--- config.mk ---
export PLATFORM = sky130hd
export DESIGN_NAME = kmeans_call_sched_flat
export DESIGN_NICKNAME = d
export VERILOG_FILES = /design/src/rtl/kmeans_call_sched_if.sv /design/src/rtl/kmeans_call_sched.sv /design/src/flat_wrapper.sv
export SDC_FILE = /design/constraint.sdc
export NUM_CORES = 1
export LEC_CHECK = 0
export CELL_PAD_IN_SITES_DETAIL_PLACEMENT = 1
export CELL_PAD_IN_SITES_GLOBAL_PLACEMENT = 1
export CORE_AREA = 2 2 223 225
export CTS_BUF_LIST = sky130_fd_sc_hd__clkbuf_4 sky130_fd_sc_hd__clkbuf_8 sky130_fd_sc_hd__clkbuf_16
export CTS_CLUSTER_DIAMETER = 30
export DETAILED_ROUTE_END_ITERATION = 8
export DIE_AREA = 0 0 225 227
export HOLD_SLACK_MARGIN = 0.06
export PLACE_DENSITY_LB_ADDON = 0.15
export SYNTH_ARGS = -nofsm -noshare
export SYNTH_HDL_FRONTEND = slang
export SYNTH_SLANG_ARGS = --single-unit
--- constraint.sdc ---
create_clock -name clock -period 5.4 [get_ports clock]
set_input_delay 1.62 -clock clock [delete_from_list [all_inputs] [get_ports clock]]
set_output_delay 1.62 -clock clock [all_outputs]
set_load 0.1 [all_outputs]
--- src/rtl/kmeans_call_sched_if.sv ---
// Bundles the requester-facing and component-facing buses of the kmeans call scheduler.
// The scheduler uses the slave view; requesters and the kmeans component sit on the master view.
interface kmeans_call_sched_if #(
   parameter int N_REQ = 4
);
   logic [N_REQ-1:0]    req_valid;
   logic [N_REQ-1:0]    req_ready;
   logic [N_REQ*32-1:0] req_idx;
   logic [N_REQ*32-1:0] req_num_clusters;
   logic [N_REQ*32-1:0] req_num_dim;
   logic [N_REQ-1:0]    rsp_valid;
   logic [N_REQ-1:0]    rsp_ready;
   logic [31:0]         rsp_data;
   logic                k_start;
   logic                k_busy;
   logic [31:0]         k_idx;
   logic [31:0]         k_num_clusters;
   logic [31:0]         k_num_dim;
   logic                k_done;
   logic                k_stall;
   logic [31:0]         k_returndata;

   modport slave (
      input  req_valid, req_idx, req_num_clusters, req_num_dim, rsp_ready,
      input  k_busy, k_done, k_returndata,
      output req_ready, rsp_valid, rsp_data,
      output k_start, k_idx, k_num_clusters, k_num_dim, k_stall
   );

   modport master (
      output req_valid, req_idx, req_num_clusters, req_num_dim, rsp_ready,
      output k_busy, k_done, k_returndata,
      input  req_ready, rsp_valid, rsp_data,
      input  k_start, k_idx, k_num_clusters, k_num_dim, k_stall
   );
endinterface

--- src/rtl/kmeans_call_sched.sv ---
// Round-robin shares one kmeans component among N_REQ requesters; grant to k_start is one cycle,
// the call slot holds while k_busy, and returns follow call order with k_stall driven by the owner's rsp_ready.
module kmeans_call_sched #(
   parameter int N_REQ   = 4,
   parameter int MAX_OUT = 8,
   parameter int TAG_W   = (N_REQ > 1) ? $clog2(N_REQ) : 1,
   parameter int CNT_W   = $clog2(MAX_OUT) + 1
) (
   input  logic             clock,
   input  logic             resetn,
   kmeans_call_sched_if.slave bus,
   output logic [CNT_W-1:0] outstanding,
   output logic             err_unexpected
);
   localparam int PTR_W = (MAX_OUT > 1) ? $clog2(MAX_OUT) : 1;

   typedef struct packed {
      logic [31:0] idx;
      logic [31:0] num_clusters;
      logic [31:0] num_dim;
   } args_t;

   args_t            slot_args;
   args_t            win_args;
   logic             slot_vld;
   logic [TAG_W-1:0] rr_ptr;
   logic [TAG_W-1:0] winner;
   logic [TAG_W:0]   cand;
   logic             found;
   logic [TAG_W-1:0] tag_mem [MAX_OUT];
   logic [PTR_W-1:0] wr_ptr;
   logic [PTR_W-1:0] rd_ptr;
   logic [TAG_W-1:0] head;
   logic             fifo_empty;
   logic             full;
   logic             accept;
   logic             load;
   logic             pop;

   // Scan from rr_ptr upward with wraparound; the first active request wins.
   always_comb begin
      winner = rr_ptr;
      found  = 1'b0;
      cand   = '0;
      for (int k = 0; k < N_REQ; k++) begin
         cand = {1'b0, rr_ptr} + (TAG_W+1)'(k);
         if (cand >= (TAG_W+1)'(N_REQ)) begin
            cand = cand - (TAG_W+1)'(N_REQ);
         end
         if (!found && bus.req_valid[cand[TAG_W-1:0]]) begin
            found  = 1'b1;
            winner = cand[TAG_W-1:0];
         end
      end
   end

   always_comb begin
      win_args = '0;
      for (int i = 0; i < N_REQ; i++) begin
         if (winner == TAG_W'(i)) begin
            win_args.idx          = bus.req_idx[32*i +: 32];
            win_args.num_clusters = bus.req_num_clusters[32*i +: 32];
            win_args.num_dim      = bus.req_num_dim[32*i +: 32];
         end
      end
   end

   // Full is judged on the registered count, so a return in the same cycle cannot open a slot.
   assign accept     = slot_vld & ~bus.k_busy;
   assign full       = (outstanding == CNT_W'(MAX_OUT));
   assign fifo_empty = (outstanding == '0);
   assign load       = (~slot_vld | accept) & ~full & found;
   assign head       = tag_mem[rd_ptr];
   assign pop        = bus.k_done & ~fifo_empty & bus.rsp_ready[head];

   always_comb begin
      bus.req_ready = '0;
      if (load) begin
         bus.req_ready[winner] = 1'b1;
      end
   end

   always_comb begin
      bus.rsp_valid = '0;
      bus.k_stall   = 1'b1;
      if (!fifo_empty) begin
         bus.rsp_valid[head] = bus.k_done;
         bus.k_stall         = ~bus.rsp_ready[head];
      end
   end

   assign bus.rsp_data       = bus.k_returndata;
   assign bus.k_start        = slot_vld;
   assign bus.k_idx          = slot_args.idx;
   assign bus.k_num_clusters = slot_args.num_clusters;
   assign bus.k_num_dim      = slot_args.num_dim;

   always_ff @(posedge clock or negedge resetn) begin
      if (!resetn) begin
         slot_vld       <= 1'b0;
         slot_args      <= '0;
         rr_ptr         <= '0;
         wr_ptr         <= '0;
         rd_ptr         <= '0;
         outstanding    <= '0;
         err_unexpected <= 1'b0;
      end else begin
         if (load) begin
            slot_vld  <= 1'b1;
            slot_args <= win_args;
            rr_ptr    <= (winner == TAG_W'(N_REQ-1)) ? '0 : winner + 1'b1;
            wr_ptr    <= wr_ptr + 1'b1;
         end else if (accept) begin
            slot_vld <= 1'b0;
         end
         if (pop) begin
            rd_ptr <= rd_ptr + 1'b1;
         end
         case ({load, pop})
            2'b10:   outstanding <= outstanding + 1'b1;
            2'b01:   outstanding <= outstanding - 1'b1;
            default: outstanding <= outstanding;
         endcase
         if (bus.k_done && fifo_empty) begin
            err_unexpected <= 1'b1;
         end
      end
   end

   // Tag storage needs no reset: pointers and count define which entries are live.
   always_ff @(posedge clock) begin
      if (load) begin
         tag_mem[wr_ptr] <= winner;
      end
   end
endmodule

--- src/flat_wrapper.sv ---
// flat-port wrapper written by rule: the top's interface ports become plain ports
module kmeans_call_sched_flat 
#(
   parameter int N_REQ   = 4,
   parameter int MAX_OUT = 8,
   parameter int TAG_W   = (N_REQ > 1) ? $clog2(N_REQ) : 1,
   parameter int CNT_W   = $clog2(MAX_OUT) + 1
)
  (clock, resetn, outstanding, err_unexpected, bus_req_valid, bus_req_idx, bus_req_num_clusters, bus_req_num_dim, bus_rsp_ready, bus_k_busy, bus_k_done, bus_k_returndata, bus_req_ready, bus_rsp_valid, bus_rsp_data, bus_k_start, bus_k_idx, bus_k_num_clusters, bus_k_num_dim, bus_k_stall);
  kmeans_call_sched_if #(.N_REQ(N_REQ)) bus_i ();
  input  logic clock;
  input  logic resetn;
  output logic [CNT_W-1:0] outstanding;
  output logic err_unexpected;
  input wire logic [$bits(bus_i.req_valid)-1:0] bus_req_valid;
  input wire logic [$bits(bus_i.req_idx)-1:0] bus_req_idx;
  input wire logic [$bits(bus_i.req_num_clusters)-1:0] bus_req_num_clusters;
  input wire logic [$bits(bus_i.req_num_dim)-1:0] bus_req_num_dim;
  input wire logic [$bits(bus_i.rsp_ready)-1:0] bus_rsp_ready;
  input wire logic [$bits(bus_i.k_busy)-1:0] bus_k_busy;
  input wire logic [$bits(bus_i.k_done)-1:0] bus_k_done;
  input wire logic [$bits(bus_i.k_returndata)-1:0] bus_k_returndata;
  output wire logic [$bits(bus_i.req_ready)-1:0] bus_req_ready;
  output wire logic [$bits(bus_i.rsp_valid)-1:0] bus_rsp_valid;
  output wire logic [$bits(bus_i.rsp_data)-1:0] bus_rsp_data;
  output wire logic [$bits(bus_i.k_start)-1:0] bus_k_start;
  output wire logic [$bits(bus_i.k_idx)-1:0] bus_k_idx;
  output wire logic [$bits(bus_i.k_num_clusters)-1:0] bus_k_num_clusters;
  output wire logic [$bits(bus_i.k_num_dim)-1:0] bus_k_num_dim;
  output wire logic [$bits(bus_i.k_stall)-1:0] bus_k_stall;
  assign bus_i.req_valid = bus_req_valid;
  assign bus_i.req_idx = bus_req_idx;
  assign bus_i.req_num_clusters = bus_req_num_clusters;
  assign bus_i.req_num_dim = bus_req_num_dim;
  assign bus_i.rsp_ready = bus_rsp_ready;
  assign bus_i.k_busy = bus_k_busy;
  assign bus_i.k_done = bus_k_done;
  assign bus_i.k_returndata = bus_k_returndata;
  assign bus_req_ready = bus_i.req_ready;
  assign bus_rsp_valid = bus_i.rsp_valid;
  assign bus_rsp_data = bus_i.rsp_data;
  assign bus_k_start = bus_i.k_start;
  assign bus_k_idx = bus_i.k_idx;
  assign bus_k_num_clusters = bus_i.k_num_clusters;
  assign bus_k_num_dim = bus_i.k_num_dim;
  assign bus_k_stall = bus_i.k_stall;
  kmeans_call_sched #(.N_REQ(N_REQ), .MAX_OUT(MAX_OUT), .TAG_W(TAG_W), .CNT_W(CNT_W)) u_core (.clock(clock), .resetn(resetn), .bus(bus_i), .outstanding(outstanding), .err_unexpected(err_unexpected));
endmodule
==> impl_results.md <==
* Status: finished, final reports clean
* CTS clk-pin slew, worst paths at 70 ps
* First-pass GRT wire length at slightly above 60000 um
* Int Pwr at between 4 and 5 mW
* Clock power share at 11.4%
* Slew headroom at a little under a fifth
* Max Transition Viols Final at 0
* Yosys top cell area share at around a third
* Min Clock Period, post-route at ~5100 ps
* Die footprint at 51100 um^2
* Crit end category: output pin
* Area leader, netlist: dfrtp_1
* Total GRT Usage at between 15 and 20%
* Mapped Area at roughly 8400 um^2
* Yosys warns at 0
* Required time worst endpoint at about 3800 ps
* Worst R2R Path Depth at 12
* RSZ-0062 raised after global routing: false
* Critical path launch point type: input port
* Root buf cell: clkbuf_16
* Worst Max-Slew Pin Slew at 1230 ps
* FF+latch count, synth at approximately 130
* Chip height at around 230 um
* CP Cell Sequence: clkdlybuf4s50_1 > nor2b_1 > a21oi_1 > o211a_1 > inv_1 > ha_4 > and2_2 > buf_12
* Drt first pass iters at 4
* Worst vdd ir at approximately 600 uV
* Final period util at a little over nine tenths
* Post-synthesis cell count at 1028
* Worst hold path class: register to register
* Placed Area at 14000 um^2
* DP HPWL at roughly 31000 um
* Via count at slightly above 9000
* Synth Net Count at ~1500
* Initial antenna violation count at 8
* TritonCTS Buffers at 17
* H-tree Lvls at 4
* Net switching power at 6.09 mW
* Die Wd at 225 um
* Largest delay share family, worst path: buffers and inverters
* Setup violators final at 0
* GPL Wtd Cong at 0.768
* Post-CTS Hold Fix Bufs at 0
* Crit path to: bus_req_ready[2]
* CTS tree: built
* Final #Nets at around 1900
* R2R setup slack at about 2000 ps
* Max Cap Viol at 0
* Slowest stage delay, CP at approximately 550 ps
* Top post-synthesis cells by area: dfrtp_1 (33%), a21oi_1 (12%), nand2_1 (9.2%), nand3b_1 (8.6%), o211ai_1 (8.5%)
* DRT iter0 DRCs at between 200 and 300
* Area grow syn2layout at 72.5%
* Synth unique cells at 39
* Final Cell Area at roughly 15000 um^2
* CP startpoint: bus_req_valid[0]
* Post-CTS Resized at 0
* Syn_area_per_cell at 8.21 um^2
* Io pins at between 500 and 600
* Register area share after synthesis at between 30% and 40%
* Row Count at just over 80
* Proportion of layout cells with a drive suffix above 1 at 4.91%
* Drc violations at 0
* Wire per inst at roughly 20 um
* Worst path slowest cell: clkdlybuf4s50_1
* Crit Reg-Reg Endpoint: u_core.outstanding[2]$_DFFE_PN0P_
* Register share of total power at 16.9%
* Register cell area after layout at between 3000 and 4000 um^2
* Post-CTS setup buffers at 0
* CP arrival at between 3000 and 4000 ps
* CTS Sinks at between 100 and 150
* PortBufs at 506
* Clock Latency Late Sink at 480 ps
* Core box area at ~49000 um^2
* Crit path kind: input port to output pin
* Comb pwr share at between 70% and 80%
* Largest net degree at the start of global routing at approximately 190
* Clk_skew at 8.69 ps
* Worst path depth at 8
* Setup TNS at 0 ps
* Antenna Nets Post-Route at 0
* CTS max path bufs at 2
* Area of the multi-input gates at 4640 um^2
* Vias in the first global route at about 9600
* Global route total overflow at 0
* Final wirelength at around 42000 um
* Vias/cell at around 4.4
* Leakage at 5.08 nW
* PD cells at ~700 nW/um^2
* Hold Fails Final Rpt at 0
* Fmax at 195 MHz
* Switch share at 58.8%
* CP max FO at 5
* Fillers at 5638
* Initial Util at 17.4%
* Crit path buffers/inverters at 3
* Reg2reg start: u_core.rd_ptr[0]$_DFFE_PN0P_
[cell usage after synthesis]
library cell  number
buf_1             16
mux4_2             2
xnor2_1            6
a21o_1             1
o21ai_0            3
buf_4             32
and2_1             4
nand3_1            2
nand2_1          206
inv_1              6
clkbuf_1          83
nand2b_1           2
ha_1               9
o211a_1            1
a221oi_1           1
nor2_1             8
or2_2              1
o21a_1            96
mux2_1             2
xor2_1             3
mux4_1             2
o211ai_1          96
nor2b_1            5
edfxtp_1          16
mux2i_1            1
nor4_1             3
mux2_2             3
nor3_1             4
nand3b_1          97
nor3b_1            2
a21oi_1          196
o31ai_1            1
dfrtp_1          110
mux2_4             1
nor4b_1            2
buf_6              1
nand2_2            1
or2b_1             1
a211o_1            2
[flip-flops by register name, indices dropped and copies added (netlist names)]
signal                     flops
u_core.tag_mem                16
u_core.wr_ptr                  3
u_core.err_unexpected          1
u_core.bus.k_num_dim          32
u_core.bus.k_num_clusters     32
u_core.rd_ptr                  3
u_core.rr_ptr                  2
u_core.bus.k_start             1
u_core.bus.k_idx              32
u_core.outstanding             4
[layout by cell type, fill, tap and decap left out, drive strengths merged, types with 2 or more instances in the layout]
cell	n
clkbuf	17
nor4	3
o211ai	96
and2	4
nor2b	5
ha	9
edfxtp	16
xor2	3
xnor2	6
a211o	2
nor3b	2
inv	15
clkinvlp	4
mux2	6
dfrtp	110
nand3b	97
nor3	4
a21oi	196
buf	22
o21a	96
o21ai	3
mux4	4
nor4b	2
nand2b	2
nor2	8
nand2	207
clkdlybuf4s50	496
diode	6
nand3	2
[logic make-up (layout without fill, tap and decap cells)]
family | Yosys count | in the layout | share of synthesized area [%]
compound gates | 397 | 397 | 29.5
simple gates | 338 | 338 | 20.2
buf+inv | 138 | 556 | 7.65
flops | 126 | 126 | 38.3
mux | 11 | 11 | 2.12
fa+ha+maj | 9 | 9 | 1.33
xor+xnor | 9 | 9 | 0.934
other cells | 0 | 6 | 0
[final cells by class]
class	count	share of cell area (%)
timing repair buffer	518	36.4
sequential	126	22.2
antenna	6	0.103
inverter	6	0.155
clock buffer	17	2.92
clock inverter	15	1.03
tap	622	5.35
multi-input combinational	764	31.9
[layer usage]
metal / vias to the layer above / track usage [%] / wire [um] / part of all wire (%)
met3: 53 / 6.35 / 3230 / 7.6
met4: 8 / 6.28 / 940 / 2.2
met2: 261 / 28.1 / 21100 / 50
met1: 4408 / 18.2 / 17100 / 40
met5: - / 0 / 52 / 0.12
li1: 4468 / - / - / -
[worst min-delay path by stage]
stage	cells past startpoint	endpoint	from	slack [ps]
final	1	u_core.err_unexpected$_DFFE_PN0P_	u_core.err_unexpected$_DFFE_PN0P_	470
after global routing	1	u_core.bus.k_num_dim[17]$_DFFE_PN0P_	u_core.bus.k_num_dim[17]$_DFFE_PN0P_	500
after CTS	1	u_core.err_unexpected$_DFFE_PN0P_	u_core.err_unexpected$_DFFE_PN0P_	480
after detailed placement	1	u_core.err_unexpected$_DFFE_PN0P_	u_core.err_unexpected$_DFFE_PN0P_	460
after global placement	1	u_core.err_unexpected$_DFFE_PN0P_	u_core.err_unexpected$_DFFE_PN0P_	450
after floorplan	1	u_core.rd_ptr[2]$_DFFE_PN0P_	u_core.rd_ptr[2]$_DFFE_PN0P_	490
[metrics by stage]
| stage | instances | total power [mW] | hold slack, ps | utilization, % | worst slack, ps |
|---|---|---|---|---|---|
| 2_1_floorplan | 1028 | 7.19 | 493 | - | 19.6 |
| 3_3_place_gp | 2036 | 9.27 | 447 | 28.8 | 282 |
| 3_5_place_dp | 2036 | 9.31 | 463 | 28.8 | 222 |
| 4_1_cts | 2068 | 10.6 | 479 | 30.0 | 223 |
| 5_1_grt | 2072 | 11.0 | 497 | 30.0 | 154 |
| 6_report | 2074 | 10.4 | 465 | 30.0 | 267 |
[power groups by stage]
stage | Sequential [mW] | Combinational, mW | Clock (mW)
after floorplan | 4.54 | 2.65 | 0
after global placement | 1.75 | 7.52 | 0
after detailed placement | 1.77 | 7.55 | 0
after CTS | 1.76 | 7.57 | 1.24
after global routing | 1.82 | 7.89 | 1.27
final | 1.75 | 7.43 | 1.18
Power figures use the tool's default switching activity.
